$ cat src/rtl/imm_gen_pipe_pkg.sv
// imm_gen_pipe_pkg: immediate format codes, opcodes and auto-decode helper
package imm_gen_pipe_pkg;
    localparam logic [2:0] IMM_I     = 3'd0;
    localparam logic [2:0] IMM_S     = 3'd1;
    localparam logic [2:0] IMM_B     = 3'd2;
    localparam logic [2:0] IMM_J     = 3'd3;
    localparam logic [2:0] IMM_U     = 3'd4;
    localparam logic [2:0] IMM_SHAMT = 3'd5;
    localparam logic [2:0] IMM_ZIMM  = 3'd6;
    localparam logic [2:0] IMM_NONE  = 3'd7;

    localparam logic [6:0] OP_LOAD   = 7'b0000011;
    localparam logic [6:0] OP_IMM    = 7'b0010011;
    localparam logic [6:0] OP_JALR   = 7'b1100111;
    localparam logic [6:0] OP_STORE  = 7'b0100011;
    localparam logic [6:0] OP_BRANCH = 7'b1100011;
    localparam logic [6:0] OP_JAL    = 7'b1101111;
    localparam logic [6:0] OP_LUI    = 7'b0110111;
    localparam logic [6:0] OP_AUIPC  = 7'b0010111;
    localparam logic [6:0] OP_SYSTEM = 7'b1110011;

    function automatic logic [2:0] auto_fmt(input logic [6:0] op, input logic [2:0] f3);
        logic [2:0] f;
        case (op)
            OP_LOAD, OP_JALR: f = IMM_I;
            OP_IMM:           f = (f3 == 3'b001 || f3 == 3'b101) ? IMM_SHAMT : IMM_I;
            OP_STORE:         f = IMM_S;
            OP_BRANCH:        f = IMM_B;
            OP_JAL:           f = IMM_J;
            OP_LUI, OP_AUIPC: f = IMM_U;
            OP_SYSTEM:        f = f3[2] ? IMM_ZIMM : IMM_NONE;
            default:          f = IMM_NONE;
        endcase
        return f;
    endfunction
endpackage

$ cat src/rtl/imm_extract.sv
// imm_extract: combinational immediate extraction and extension for one format
module imm_extract
    import imm_gen_pipe_pkg::*;
#(
    parameter int XLEN = 32
) (
    input  logic [31:7]     instr,
    input  logic [2:0]      fmt,
    output logic [XLEN-1:0] imm_ext,
    output logic            no_imm
);
    logic [63:0] full;

    // build the 64-bit extended value, then truncate to XLEN
    always_comb begin
        full = 64'd0;
        case (fmt)
            IMM_I:     full = {{52{instr[31]}}, instr[31:20]};
            IMM_S:     full = {{52{instr[31]}}, instr[31:25], instr[11:7]};
            IMM_B:     full = {{51{instr[31]}}, instr[31], instr[7], instr[30:25], instr[11:8], 1'b0};
            IMM_J:     full = {{43{instr[31]}}, instr[31], instr[19:12], instr[20], instr[30:21], 1'b0};
            IMM_U:     full = {{32{instr[31]}}, instr[31:12], 12'd0};
            IMM_SHAMT: full = (XLEN == 64) ? {58'd0, instr[25:20]} : {59'd0, instr[24:20]};
            IMM_ZIMM:  full = {59'd0, instr[19:15]};
            default:   full = 64'd0;
        endcase
    end

    assign imm_ext = XLEN'(full);
    assign no_imm  = (fmt == IMM_NONE);
endmodule

$ cat src/rtl/imm_gen_pipe.sv
// imm_gen_pipe: pipelined immediate generator with pc target and skid-buffered handshake
module imm_gen_pipe
    import imm_gen_pipe_pkg::*;
#(
    parameter int XLEN        = 32,
    parameter bit AUTO_DECODE = 1'b0
) (
    input  logic            clk,
    input  logic            reset,
    input  logic            in_valid,
    output logic            in_ready,
    input  logic [31:0]     instr,
    input  logic [XLEN-1:0] pc,
    input  logic [2:0]      imm_src,
    output logic            out_valid,
    input  logic            out_ready,
    output logic [XLEN-1:0] imm_ext,
    output logic [XLEN-1:0] pc_target,
    output logic [2:0]      imm_type,
    output logic            no_imm
);
    logic [2:0]      fmt;
    logic [XLEN-1:0] ext;
    logic [XLEN-1:0] tgt;
    logic            no;
    logic            in_xfer;
    logic            o_free;
    logic            k_next;
    logic            ready_q;
    logic            k_valid;
    logic [XLEN-1:0] k_imm;
    logic [XLEN-1:0] k_tgt;
    logic [2:0]      k_type;
    logic            k_no;

    assign fmt = AUTO_DECODE ? auto_fmt(instr[6:0], instr[14:12]) : imm_src;

    imm_extract #(.XLEN(XLEN)) u_extract (
        .instr  (instr[31:7]),
        .fmt    (fmt),
        .imm_ext(ext),
        .no_imm (no)
    );

    assign tgt      = pc + ext;
    assign in_xfer  = in_valid & in_ready;
    assign o_free   = ~out_valid | out_ready;
    // skid stays occupied only when the output stage is stalled
    assign k_next   = o_free ? 1'b0 : (k_valid | in_xfer);
    // ready comes from a register, so out_ready never reaches in_ready combinationally
    assign in_ready = ready_q & ~reset;

    // output register fed from skid first, else from the input; skid catches input when output stalls
    always_ff @(posedge clk) begin
        if (reset) begin
            out_valid <= 1'b0;
            imm_ext   <= '0;
            pc_target <= '0;
            imm_type  <= IMM_NONE;
            no_imm    <= 1'b1;
            k_valid   <= 1'b0;
            ready_q   <= 1'b1;
        end else begin
            if (o_free) begin
                out_valid <= k_valid | in_xfer;
                if (k_valid) begin
                    imm_ext   <= k_imm;
                    pc_target <= k_tgt;
                    imm_type  <= k_type;
                    no_imm    <= k_no;
                end else if (in_xfer) begin
                    imm_ext   <= ext;
                    pc_target <= tgt;
                    imm_type  <= fmt;
                    no_imm    <= no;
                end
            end else if (in_xfer) begin
                k_imm  <= ext;
                k_tgt  <= tgt;
                k_type <= fmt;
                k_no   <= no;
            end
            k_valid <= k_next;
            ready_q <= ~k_next;
        end
    end
endmodule

$ cat config.mk
export PLATFORM = sky130hd
export DESIGN_NAME = imm_gen_pipe
export DESIGN_NICKNAME = d
export VERILOG_FILES = /design/src/rtl/imm_gen_pipe_pkg.sv /design/src/rtl/imm_extract.sv /design/src/rtl/imm_gen_pipe.sv
export SDC_FILE = /design/constraint.sdc
export NUM_CORES = 1
export LEC_CHECK = 0
export BUFFER_PORTS_ARGS = -buffer_cell sky130_fd_sc_hd__buf_2
export CAP_MARGIN = 20
export CORE_UTILIZATION = 54
export DETAILED_ROUTE_END_ITERATION = 6
export PLACE_DENSITY = 0.78
export SYNTH_ARGS = -nofsm -noshare
export SYNTH_HDL_FRONTEND = slang
export SYNTH_HIERARCHICAL = 1
export SYNTH_SLANG_ARGS = --single-unit
$ cat constraint.sdc
create_clock -name clk -period 9.4 [get_ports clk]
set_input_delay 0.47 -clock clk [delete_from_list [all_inputs] [get_ports clk]]
set_output_delay 0.47 -clock clk [all_outputs]
set_load 0.01 [all_outputs]
# Word level (Yosys, flattened, before mapping)
# Index checks and enable logic that the tools add are counted.
# W data, S select, Z words.
[classes]
reduce_logical = 4
mux = 10
n_mul = 0
div = 0
order_cmp = 0
bitwise = 8
n_eq_ne = 7
n_shift = 0
add_sub_neg = 1
[op_table]
columns = ["operator", "count"]
rows = [
  ["$pmux W32 S7", 1],
  ["$mux W32", 4],
  ["$add A32 B32 Y32", 1],
  ["$eq A3 B3 Y1 const B", 4],
  ["$eq A3 B2 Y1 const B", 2],
  ["$mux W3", 2],
  ["$not A1 Y1", 4],
  ["$eq A3 B1 Y1 const B", 1],
  ["$logic_not A3 Y1", 1],
  ["$mux W1", 3],
  ["$reduce_and A3 Y1", 1],
  ["$and A1 B1 Y1", 2],
  ["$or A1 B1 Y1", 2],
  ["$reduce_and A2 Y1", 1],
  ["$reduce_bool A2 Y1", 1],
]
[word_totals]
latchBits = 0
n_memories = 0
word_cells = 41
mem_bits_ro = 0
ram_bits = 0
register_bits = 139
input_bits = 71
out_inout_bits = 70

# Logic depth before layout (Yosys ltp)
# Gate-level depths: netlist of the first run.
[depth]
ltp_word = 6
depth_mapped = 15
ltp_nobuf = 13

# Cells and area by module
# The synthesis of the first run kept the hierarchy.
[modules_own_cells]
columns = ["module", "n_inst", "area_each_um2", "cells_each"]
rows = [
  ["imm_gen_pipe", 1, 6762.7, 623],
  ["imm_extract", 1, 586.8, 82],
]

# Worst setup path after synthesis of the first run
# OpenSTA, ideal clock, no wires.
[synth_path]
kind = "in2reg"
from = "in reset"
to = "reg k_imm[0] (enable)"
setup_time_ns = 0.502
arrival_ns = 4.061
path_slack_ns = 4.837
n_path_buf = 1
stages = 4
cell_sequence = "buf_2 nor2b_1 and2_1 nor2b_1"
[synth_via]
elab_chain_len = 4
[synth_rtl]
columns = ["element", "line", "source"]
rows = [
  ["start: declaration", "imm_gen_pipe.sv:9", "input logic reset,"],
  ["$not A1 Y1 (no source line)", "--", ""],
  ["$and A1 B1 Y1", "imm_gen_pipe.sv:51", "assign in_ready = ready_q & ~reset;"],
  ["net in_ready", "imm_gen_pipe.sv:11", "output logic in_ready,"],
  ["$and A1 B1 Y1", "imm_gen_pipe.sv:46", "assign in_xfer = in_valid & in_ready;"],
  ["$reduce_and A3 Y1 (no source line)", "--", ""],
  ["end signal: assignment", "imm_gen_pipe.sv:78", "k_imm <= ext;"],
  ["end: declaration", "imm_gen_pipe.sv:31", "logic [XLEN-1:0] k_imm;"],
]
# The timed path passes the listed nets, and every way through them passes these cells.
# A chain may end at the register's enable or synchronous reset.

# Worst setup path after layout of the first run
[layout_path]
from = "in imm_src[2]"
to = "reg pc_target[25]"
[layout_via]
elab_chain_len = 5
[layout_rtl]
columns = ["element", "line", "source"]
rows = [
  ["start: declaration", "imm_gen_pipe.sv:14", "input logic [2:0] imm_src,"],
  ["$eq A3 B3 Y1, or another cell as far along", "imm_extract.sv:17", "case (fmt)"],
  ["$pmux W32 S7 (*)", "imm_extract.sv:17", ""],
  ["net ext[18]", "imm_gen_pipe.sv:23", "logic [XLEN-1:0] ext;"],
  ["$add A32 B32 Y32 (*)", "imm_gen_pipe.sv:45", "assign tgt = pc + ext;"],
  ["net tgt[25]", "imm_gen_pipe.sv:24", "logic [XLEN-1:0] tgt;"],
  ["$mux W32 (*)", "imm_gen_pipe.sv:71", "end else if (in_xfer) begin"],
  ["$mux W32 (*)", "imm_gen_pipe.sv:66", "if (k_valid) begin"],
  ["end signal: assignment", "imm_gen_pipe.sv:68", "pc_target <= k_tgt;"],
  ["end signal: assignment", "imm_gen_pipe.sv:73", "pc_target <= tgt;"],
  ["end: declaration", "imm_gen_pipe.sv:18", "output logic [XLEN-1:0] pc_target,"],
]
# The timed path passes the listed nets; every way through them passes the cells marked *. The select of a mux whose other input is x is not followed.

==> results of run 1 <==
==> metal layers <==
layer / global-route usage (%) / share of wire, % / wire (um) / vias to the layer above
li1: - / - / - / 2891
met1: 35.5 / 45 / 8270 / 2829
met2: 42.4 / 46 / 8490 / 200
met3: 4.68 / 5.0 / 920 / 38
met4: 12.7 / 3.3 / 606 / 0
met5: 0 / 0 / 0 / -
==> flip-flops by register name, summed over array words and instances, names as in the netlist <==
name	cells
pc_target	32
imm_type	3
ready_q	1
imm_ext	32
no_imm	1
k_imm	32
k_valid	1
k_type	3
k_no	1
out_valid	1
k_tgt	32
==> worst max-delay path, delay by kind of cell <==
family	cells	cell delay, ns
and+or+nand+nor	1	0.77
AOI/OAI and AO/OA	9	1.79
xor gates and xnor gates	1	0.24
buffers and inverters	1	0.46
adders and majority gates	1	0.32
==> cells in the mapped netlist (all sizes together) (2+ instances only) <==
| master | number |
|---|---|
| and3 | 3 |
| a21oi | 52 |
| edfxtp | 68 |
| nand2 | 38 |
| xnor2 | 20 |
| a41oi | 2 |
| o22ai | 7 |
| nand4 | 5 |
| a31oi | 7 |
| o2bb2ai | 9 |
| nand2b | 6 |
| o21a | 8 |
| inv | 9 |
| nand3 | 5 |
| or3 | 2 |
| and2 | 5 |
| a21o | 23 |
| a211o | 5 |
| nor2 | 73 |
| and2b | 3 |
| nor2b | 12 |
| a22oi | 13 |
| o21bai | 5 |
| a211oi | 48 |
| nor3 | 17 |
| ha | 31 |
| buf | 20 |
| dfxtp | 71 |
| o211ai | 8 |
| clkbuf | 25 |
| a311oi | 5 |
| o21ai | 18 |
| a31o | 2 |
| mux2i | 56 |
| xor2 | 10 |
==> through the flow <==
stage                     instances  utilization (%)
after floorplan                 705                -
after global placement          975             61.1
after detailed placement        975             61.1
after CTS                      1007             65.7
after global routing           1007             65.7
final                          1007             65.7
==> final cells by class <==
cell class,count,area share [%]
clock buffer,17,4.89
clock inverter,15,2.04
inverter,9,0.388
multi-input combinational,512,42.2
sequential,139,39.8
tap,176,2.53
timing repair buffer,139,8.17
==> kinds of logic after synthesis <==
logic type	after synthesis	synth area share, %
AOI/OAI and AO/OA	221	21.4
and+or+nand+nor	173	11.0
DFF	139	47.1
muxes	56	7.63
buffers and inverters	54	3.23
adders and majority gates	32	5.55
xor gates and xnor gates	30	4.03
==> worst max-delay path by stage <==
stage | startpoint | to | slack [ns]
final | imm_src[2] | pc_target[25]$_SDFFE_PP0P_ | 5.71
after global routing | imm_src[2] | pc_target[31]$_SDFFE_PP0P_ | 5.50
after detailed placement | imm_src[2] | pc_target[25]$_SDFFE_PP0P_ | 5.33
after floorplan | reset | k_imm[0]$_DFFE_PP_ | 4.84
after global placement | imm_src[2] | pc_target[25]$_SDFFE_PP0P_ | 5.37
after CTS | imm_src[2] | pc_target[25]$_SDFFE_PP0P_ | 5.76
==> where the power goes <==
group | internal (mW) | switching [mW] | leakage (nW) | total [mW]
sequential | 0.678 | 0.0157 | 1.20 | 0.694
clock | 0.381 | 0.297 | 0.297 | 0.678
combinational | 0.139 | 0.206 | 2.09 | 0.345
==> summary.md, run 1 <==
| Metric | Value |
|---|---|
| Number of global-route vias before repair | 5,721 |
| DR vias/cell | 5.92 |
| Post-Syn Nets | 808 |
| Grt total ovfl | 0 |
| Number of flops mapped to enable cells by yosys | 68 |
| Worst hold-check path type | in -> reg |
| FF/Latch Area | 3460 um2 |
| Cells after Synth | 705 |
| Num Clock Sinks | 139 |
| Worst-path clk slew | 0.07 ns |
| Area growth from synthesis to layout | 18.4% |
| DP Worst Slack | 5.33 ns |
| Total Neg Setup Slack | 0 ns |
| First-pass GRT wire length | 29.2 mm |
| Final setup violation count | 0 |
| Final Cell Area | 8700 um2 |
| Share of cells above drive strength 1 | 23.6% |
| Post-CTS Setup Bufs | 0 |
| Most frequent cells in the layout | buf_2, nor2_1, dfxtp_1 |
| Tot GR Track Use | 26.7% |
| Post_cts resized | 0 |
| Status | complete, no violations |
| Chip height | 119 um |
| Antenna violations before repair | 0 |
| TritonCTS clock tree | done |
| Yosys top cell by area | edfxtp_1 |
| Maximum clock rate | 0.271 GHz |
| Yosys top cell area share | 27.8% |
| Maximum vdd drop | 0.000128 V |
| First-pass DRT Iterations | 5 |
| Final worst hold slack | 0.375 ns |
| Num rows | 42 |
| Antenna cells | 0 |
| Final setup margin | 5.71 ns |
| Antenna Nets Post-Route | 0 |
| Hold EP | out_valid$_SDFFE_PP0P_ |
| Die Span X | 119 um |
| GPL Wtd Cong | 0.898 |
| Arrival @ worst endpoint | 4.05 ns |
| Required @ worst endpoint | 9.76 ns |
| Die ar. | 14,100 um2 |
| Hold buffers post-CTS | 0 |
| Tot Pwr | 1.72 mW |
| R2r endpoint | pc_target[23]$_SDFFE_PP0P_ |
| Register area share after synthesis | 47.1% |
| Final Hold Vio Count | 0 |
| Synth area leaders | edfxtp_1, dfxtp_1, mux2i_1 |
| Slowest cell on the critical path | nor3b_2 |
| Clk Latency, worst-skew pair | 0.43 ns |
| IO buf count | 133 |
| R2r worst-path depth | 5 |
| Final Cycle Share | 39.3% |
| Worst Tran Pin Value | 1.04 ns |
| Final Max Slew Viols | 0 |
| RSZ-0062 raised after global routing | false |
| Crit path time final | 3.69 ns |
| Area of the multi-input gates | 3670 um2 |
| Hold Crit Start | in_valid |
| Starting density of the core | 55.5% |
| Core Region | 13,200 um2 |
| Fillers | 1,083 |
| Largest net degree at the start of global routing | 105 |
| H-tree Lvls | 4 |
| Wirelength, routed | 18.3 mm |
| DRT iter0 DRCs | 457 |
| DR vias | 5,958 |
| Max Cap Viol | 0 |
| Flops & latches, synth | 139 |
| Hold Path Cell Cnt | 3 |
| Rel. slew slack | 31.0% |
| Routed WL per cell | 18.2 um |
| Commonest non-fill, non-tap cell in the layout | buf_2 |
| Mapped Area | 7350 um2 |
| Clock skew | 0.00852 ns |
| Critical-path cell list | buf_2 > nor3b_2 > o21bai_1 > a22o_1 > ha_1 > a21oi_1 > o21ai_0 > a21o_1 > a31o_1 > a31o_4 > o41ai_4 > xnor2_1 > o2bb2ai_1 |
| Post-synthesis cell type count | 68 |
| CTS root buf | clkbuf_16 |
| Placed wire-length estimate | 12.9 mm |
| Power Density | 197 nW/um2 |
| Top_reg_cell synth | dfxtp_1 |
| CP peak stage delay | 0.77 ns |
| NumNets Final | 921 |
| Synth async-reset ratio | 0% |
| Maximum fanout along the worst path | 28 |
| CTS buffer count | 17 |
| IO Count | 141 |
| Clk buf depth | 2 |
| CP Launch Type | input pin |
| Crit path kind | in -> reg |
| Syn avg cell area | 10.4 um2 |
| Worst Setup End Kind | flop |
| Setup slack, reg-to-reg | 6.85 ns |
| Synth warn | 6 |
| R2r startpoint | k_valid$_SDFF_PP0_ |
| Post-route DRC | 0 |
| Placement Cell Area | 8100 um2 |
| LEAKAGE | 3.59 nW |
(Power assumes the default switching activity.)
==> run 2, diff against run 1 <==
==> constraint.sdc (replaced) <==
create_clock -name clk -period 3.5 [get_ports clk]
set_input_delay 0.175 -clock clk [delete_from_list [all_inputs] [get_ports clk]]
set_output_delay 0.175 -clock clk [all_outputs]
set_load 0.01 [all_outputs]
==> run 2 against run 1 <==
  * First-iteration DRC count grew 2.2%
  * Critical path depth grew 2
  * Sequential cell count is the same
  * Clock skew shrank 0.0019 ns
  * Largest power group is now clock
==> summary.md, run 2 (same netlist as run 1, synthesis figures left out) <==
| Metric | Value |
|---|---|
| Status | complete, no violations |
| Worst hold-check path type | in -> reg |
| Final setup violation count | 0 (unchanged) |
| DR vias | 6,010 (+0.87%) |
| H-tree Lvls | 4 (unchanged) |
| Starting density of the core | 55.5% (unchanged) |
| Area growth from synthesis to layout | 20.4% |
| Setup slack, reg-to-reg | 1.35 ns (-5.50 ns) |
| Hold Crit Start | in_valid |
| Critical-path cell list | buf_2 > and2b_1 > o2bb2ai_1 > a21o_1 > ha_1 > fa_1 > a21o_2 > a31oi_1 > nor3_1 > nor3_2 > buf_4 > o41a_4 > o21ai_2 > xor2_1 > o21a_1 |
| Placement Cell Area | 8230 um2 (+1.6%) |
| Top delay family on crit path | compound AO/OA/AOI/OAI gates |
| Worst Setup End Kind | flop |
| Max Cap Viol | 0 (unchanged) |
| Most frequent cells in the layout | buf_2, nor2_1, dfxtp_1 |
| First-pass GRT wire length | 29.9 mm (+2.4%) |
| Grt total ovfl | 0 (unchanged) |
| Final Cell Area | 8850 um2 (+1.7%) |
| Fin cells | 1,023 (+1.6%) |
| Post-CTS Setup Bufs | 0 (unchanged) |
| Share of cells above drive strength 1 | 24.7% (+1.1 points) |
| Die ar. | 14,100 um2 (unchanged) |
| GPL Wtd Cong | 0.894 (-0.41%) |
| Tot GR Track Use | 27.4% (+0.70 points) |
| Rel. slew slack | 37.6% (+6.6 points) |
| Final Cycle Share | 86.0% |
| IO buf count | 133 (unchanged) |
| Final worst hold slack | 0.0949 ns (-0.280 ns) |
| RSZ-0062 raised after global routing | false |
| Placed wire-length estimate | 13.7 mm (+5.9%) |
| Num Clock Sinks | 139 (unchanged) |
| Tot Pwr | 4.71 mW (+170%) |
| Worst Tran Pin Value | 0.937 ns (-0.0990 ns) |
| Maximum clock rate | 0.332 GHz |
| IO Count | 141 (unchanged) |
| Crit path time final | 3.01 ns |
| LEAKAGE | 3.68 nW (+2.4%) |
| Commonest non-fill, non-tap cell in the layout | buf_2 |
| CTS root buf | clkbuf_16 |
| Die Span X | 119 um (unchanged) |
| R2r endpoint | imm_type[0]$_SDFFE_PP1P_ |
| Worst-path clk slew | 0.06 ns (about the same) |
| R2r worst-path depth | 4 (-1) |
| TritonCTS clock tree | done |
| Antenna cells | 0 (unchanged) |
| Clk buf depth | 2 (unchanged) |
| Clock skew | 0.00667 ns (-0.00185 ns) |
| Required @ worst endpoint | 3.87 ns (-5.89 ns) |
| Maximum fanout along the worst path | 9 (-68%) |
| Critical path buffers and inverters | 2 (+1) |
| NumNets Final | 937 (+1.7%) |
| Antenna Nets Post-Route | 0 (unchanged) |
| Post-route DRC | 0 (unchanged) |
| Routed WL per cell | 18.6 um (+2.2%) |
| Maximum vdd drop | 0.000306 V (+140%) |
| Clk Latency, worst-skew pair | 0.42 ns (about the same) |
| Crit path kind | in -> reg |
| Power Density | 533 nW/um2 (+170%) |
| Post_cts resized | 0 (unchanged) |
| First-pass DRT Iterations | 4 (-1) |
| Antenna violations before repair | 0 (unchanged) |
| Hold Path Cell Cnt | 3 (unchanged) |
| R2r startpoint | k_valid$_SDFF_PP0_ |
| Num rows | 42 (unchanged) |
| DR vias/cell | 5.87 (-0.70%) |
| CP Launch Type | input pin |
| Chip height | 119 um (unchanged) |
| Number of global-route vias before repair | 5,761 (+0.70%) |
| Slowest cell on the critical path | fa_1 |
| Final Max Slew Viols | 0 (unchanged) |
| Largest net degree at the start of global routing | 71 (-32%) |
| Total Neg Setup Slack | 0 ns (unchanged) |
| Hold buffers post-CTS | 0 (unchanged) |
| DRT iter0 DRCs | 467 (+2.2%) |
| Core Region | 13,200 um2 (unchanged) |
| Hold EP | out_valid$_SDFFE_PP0P_ |
| Arrival @ worst endpoint | 3.38 ns (-0.67 ns) |
| CTS buffer count | 17 (unchanged) |
| Dpl cells | 991 (+1.6%) |
| Fillers | 1,095 (+1.1%) |
| Wirelength, routed | 19.0 mm (+3.8%) |
| CP peak stage delay | 0.43 ns (-0.34 ns) |
| Final Hold Vio Count | 0 (unchanged) |
[run 2: layout make-up]
type	instances	area, um2	share of cell area (%)
Clock buffer	19	443	5.01
Clock inverter	13	174	1.97
Inverter	9	33.8	0.382
Multi-Input combinational cell	512	3670	41.5
Sequential cell	139	3460	39.2
Tap cell	176	220	2.49
Timing Repair Buffer	155	843	9.53
[run 2: tightest hold or removal path, cell delays in order]
cell and delay (ns):
buf_2 0.08, a21oi_1 0.07, a21oi_1 0.15
[run 2: power by group]
group / leakage [nW] / internal, mW / total, mW / switching, mW
Sequential: 1.20 / 1.82 / 1.87 / 0.0454
Clock: 0.302 / 1.20 / 1.89 / 0.690
Combinational: 2.17 / 0.392 / 0.949 / 0.557
[run 2: per-layer routing]
metal | vias to the layer above | global-route usage, % | wire, um
met5 | - | 0 | 0
met4 | 0 | 10.6 | 340
met1 | 2905 | 35.6 | 8430
met3 | 26 | 5.79 | 909
li1 | 2909 | - | -
met2 | 170 | 44.8 | 9300
[run 2: worst max-delay path by stage]
stage                        from                    endpoint  slack, ns  cells past startpoint
3_3_place_gp           imm_src[0]  pc_target[31]$_SDFFE_PP0P_       0.18                     13
5_1_grt                imm_src[0]  pc_target[21]$_SDFFE_PP0P_       0.23                     13
6_report               imm_src[0]  pc_target[20]$_SDFFE_PP0P_       0.49                     15
2_1_floorplan  ready_q$_SDFF_PP1_          k_imm[0]$_DFFE_PP_       0.54                      3
4_1_cts                imm_src[0]  pc_target[20]$_SDFFE_PP0P_       0.48                     15
3_5_place_dp           imm_src[0]  pc_target[20]$_SDFFE_PP0P_       0.06                     15
[run 2: stage by stage]
step	utilization [%]	worst slack [ns]
floorplan	-	0.537
CTS	66.8	0.478
detailed placement	62.1	0.0560
global route	66.8	0.227
global placement	62.1	0.177
finish	66.8	0.491
==> run 3, diff against run 2 <==
--- a/config.mk
+++ b/config.mk
@@ -10,6 +10,7 @@
 export CORE_UTILIZATION = 54
 export DETAILED_ROUTE_END_ITERATION = 6
 export PLACE_DENSITY = 0.78
+export REMOVE_ABC_BUFFERS = 1
 export SYNTH_ARGS = -nofsm -noshare
 export SYNTH_HDL_FRONTEND = slang
 export SYNTH_HIERARCHICAL = 1
==> run 3 against run 2 <==
  * The run now ends with DRC left
  * Via count increased by 2.0%
  * Sequential share of layout area up 0.24 points
  * Clock power decreased by 5%
  * Cell count fell by 0.20%
  * Setup slack got worse by 0.063 ns
  * Critical path depth fell by 2
  * Global-route usage grew 0.63 points
  * Sequential power hardly changed
  * Critical path type unchanged
  * Largest power group is now registers
==> summary.md, run 3 (same netlist as run 1, synthesis figures left out) <==
| Metric | Value |
|---|---|
| Status | complete, but fails checks |
| Failing checks | DRC |
| RSZ-0062 raised after global routing | false |
| Critical path buffers and inverters | 1 (-1) |
| DR vias/cell | 6.00 (+2.2%) |
| Power Density | 524 nW/um2 (-1.7%) |
| Most frequent CP cell | mux2i_1 |
| Core Region | 13,200 um2 (unchanged) |
| Setup slack, reg-to-reg | 1.45 ns (+0.10 ns) |
| Slowest cell on the critical path | a31oi_1 |
| Chip height | 119 um (unchanged) |
| LEAKAGE | 3.64 nW (-0.90%) |
| DP Worst Slack | 0.127 ns (+0.0714 ns) |
| R2r startpoint | ready_q$_SDFF_PP1_ |
| Num Clock Sinks | 139 (unchanged) |
| GPL Wtd Cong | 0.947 (+6.0%) |
| R2r worst-path depth | 6 (+2) |
| IO buf count | 133 (unchanged) |
| Wirelength, routed | 19.2 mm (+1.0%) |
| Placed wire-length estimate | 13.7 mm (+0.40%) |
| Rel. slew slack | 38.6% (+1.1 points) |
| Area growth from synthesis to layout | 19.6% |
| CP peak stage delay | 0.39 ns (-0.04 ns) |
| Clk Latency, worst-skew pair | 0.43 ns (about the same) |
| Arrival @ worst endpoint | 3.37 ns (about the same) |
| H-tree Lvls | 4 (unchanged) |
| Total Neg Setup Slack | 0 ns (unchanged) |
| Crit path kind | in -> reg |
| Grt total ovfl | 0 (unchanged) |
| Antenna Nets Post-Route | 0 (unchanged) |
| Worst Setup End Kind | flop |
| Worst-path clk slew | 0.06 ns (about the same) |
| Number of global-route vias before repair | 6,029 (+4.7%) |
| Post_cts resized | 0 (unchanged) |
| Post-CTS Setup Bufs | 0 (unchanged) |
| Crit path time final | 3.07 ns (+0.0630 ns) |
| First-pass GRT wire length | 30.4 mm (+1.7%) |
| Final Max Slew Viols | 0 (unchanged) |
| Placement Cell Area | 8210 um2 (-0.27%) |
| Required @ worst endpoint | 3.79 ns (-0.08 ns) |
| DRT iter0 DRCs | 548 (+17%) |
| R2r endpoint | pc_target[24]$_SDFFE_PP0P_ |
| Core Util, Final | 66.4% (-0.41 points) |
| Worst Tran Pin Value | 0.920 ns (-0.0161 ns) |
| Tot Pwr | 4.60 mW (-2.3%) |
| CTS buffer count | 17 (unchanged) |
| CTS root buf | clkbuf_16 |
| DR vias | 6,131 (+2.0%) |
| Final Cycle Share | 87.8% (+1.8 points) |
| Maximum vdd drop | 0.000340 V (+11%) |
| Post-route DRC | 2 (+2) |
| CP Launch Type | input pin |
| Most frequent cells in the layout | buf_2, nor2_1, dfxtp_1 |
| Tot GR Track Use | 28.1% (+0.63 points) |
| Worst path depth | 13 (-2) |
| Final Cell Area | 8790 um2 (-0.61%) |
| Critical-path cell list | buf_2 > xor2_4 > mux2i_1 > mux2i_1 > ha_1 > a211oi_1 > o211ai_1 > a31oi_1 > a21oi_1 > a31o_4 > o221a_2 > xnor2_2 > o2bb2ai_1 |
| Worst hold-check path type | in -> reg |
| TritonCTS clock tree | done |
| Routed WL per cell | 18.8 um (+1.2%) |
| First-pass DRT Iterations | 7 (+3) |
| Hold buffers post-CTS | 0 (unchanged) |
| IO Count | 141 (unchanged) |
| Largest net degree at the start of global routing | 71 (unchanged) |
| Top delay family on crit path | compound AO/OA/AOI/OAI gates |
| Num rows | 42 (unchanged) |
| Final Hold Vio Count | 0 (unchanged) |
| Antenna violations before repair | 1 (+1) |
| Die ar. | 14,100 um2 (unchanged) |
| Final setup violation count | 0 (unchanged) |
| Final worst hold slack | 0.0823 ns (-0.0126 ns) |
| Clock skew | 0.00741 ns (+0.000742 ns) |
| Maximum fanout along the worst path | 11 (+2) |
| Share of cells above drive strength 1 | 24.2% (-0.50 points) |
| Final setup margin | 0.428 ns (-0.0630 ns) |
| Commonest non-fill, non-tap cell in the layout | buf_2 |
| Dpl cells | 988 (-0.30%) |
| NumNets Final | 934 (-0.32%) |
| Clk buf depth | 2 (unchanged) |
| Hold Path Cell Cnt | 3 (unchanged) |
| Hold Crit Start | in_valid |
| Fin cells | 1,021 (-0.20%) |
| Die Span X | 119 um (unchanged) |
| Hold EP | out_valid$_SDFFE_PP0P_ |
| Maximum clock rate | 0.326 GHz (-2.1%) |
| Starting density of the core | 55.5% (unchanged) |
| Max Cap Viol | 0 (unchanged) |
run 3: cell count changes in the layout (fill, tap and decap cells not counted), sizes merged:
cell    before  now
buf        155  152
clkinv       7    8
diode        0    1
bufinv       4    3
run 3: worst max path at each step:
stage	from	to
2_1_floorplan	k_valid$_SDFF_PP0_	pc_target[13]$_SDFFE_PP0P_
4_1_cts	imm_src[1]	pc_target[31]$_SDFFE_PP0P_
6_report	imm_src[1]	pc_target[31]$_SDFFE_PP0P_
3_3_place_gp	imm_src[1]	k_tgt[31]$_DFFE_PP_
3_5_place_dp	imm_src[1]	pc_target[31]$_SDFFE_PP0P_
5_1_grt	imm_src[1]	pc_target[15]$_SDFFE_PP0P_
run 3: cell type report:
type                            count  area [um2]
Fill cell                        1048        4450
Multi-Input combinational cell    512        3670
Sequential cell                   139        3460
Timing Repair Buffer              152         821
Clock buffer                       19         433
Tap cell                          176         220
Clock inverter                     13         150
Inverter                            9        33.8
Antenna cell                        1        2.50
run 3: routing by layer:
| metal | track usage, % | up-vias | share of wire [%] |
|---|---|---|---|
| li1 | - | 2907 | - |
| met1 | 34.6 | 2896 | 42 |
| met2 | 45.1 | 273 | 47 |
| met3 | 6.66 | 55 | 6.7 |
| met4 | 15.9 | 0 | 4.3 |
| met5 | 0 | - | 0 |
run 3: report_power, final:
group	leakage, nW	switching, mW	internal [mW]
Sequential	1.20	0.0424	1.82
Combinational	2.16	0.560	0.388
Clock	0.284	0.679	1.11
Total	3.64	1.28	3.32
run 3: tightest hold or removal path, cell delays in order:
cell and delay (ns):
buf_2 0.09, a21oi_1 0.07, a21oi_1 0.14
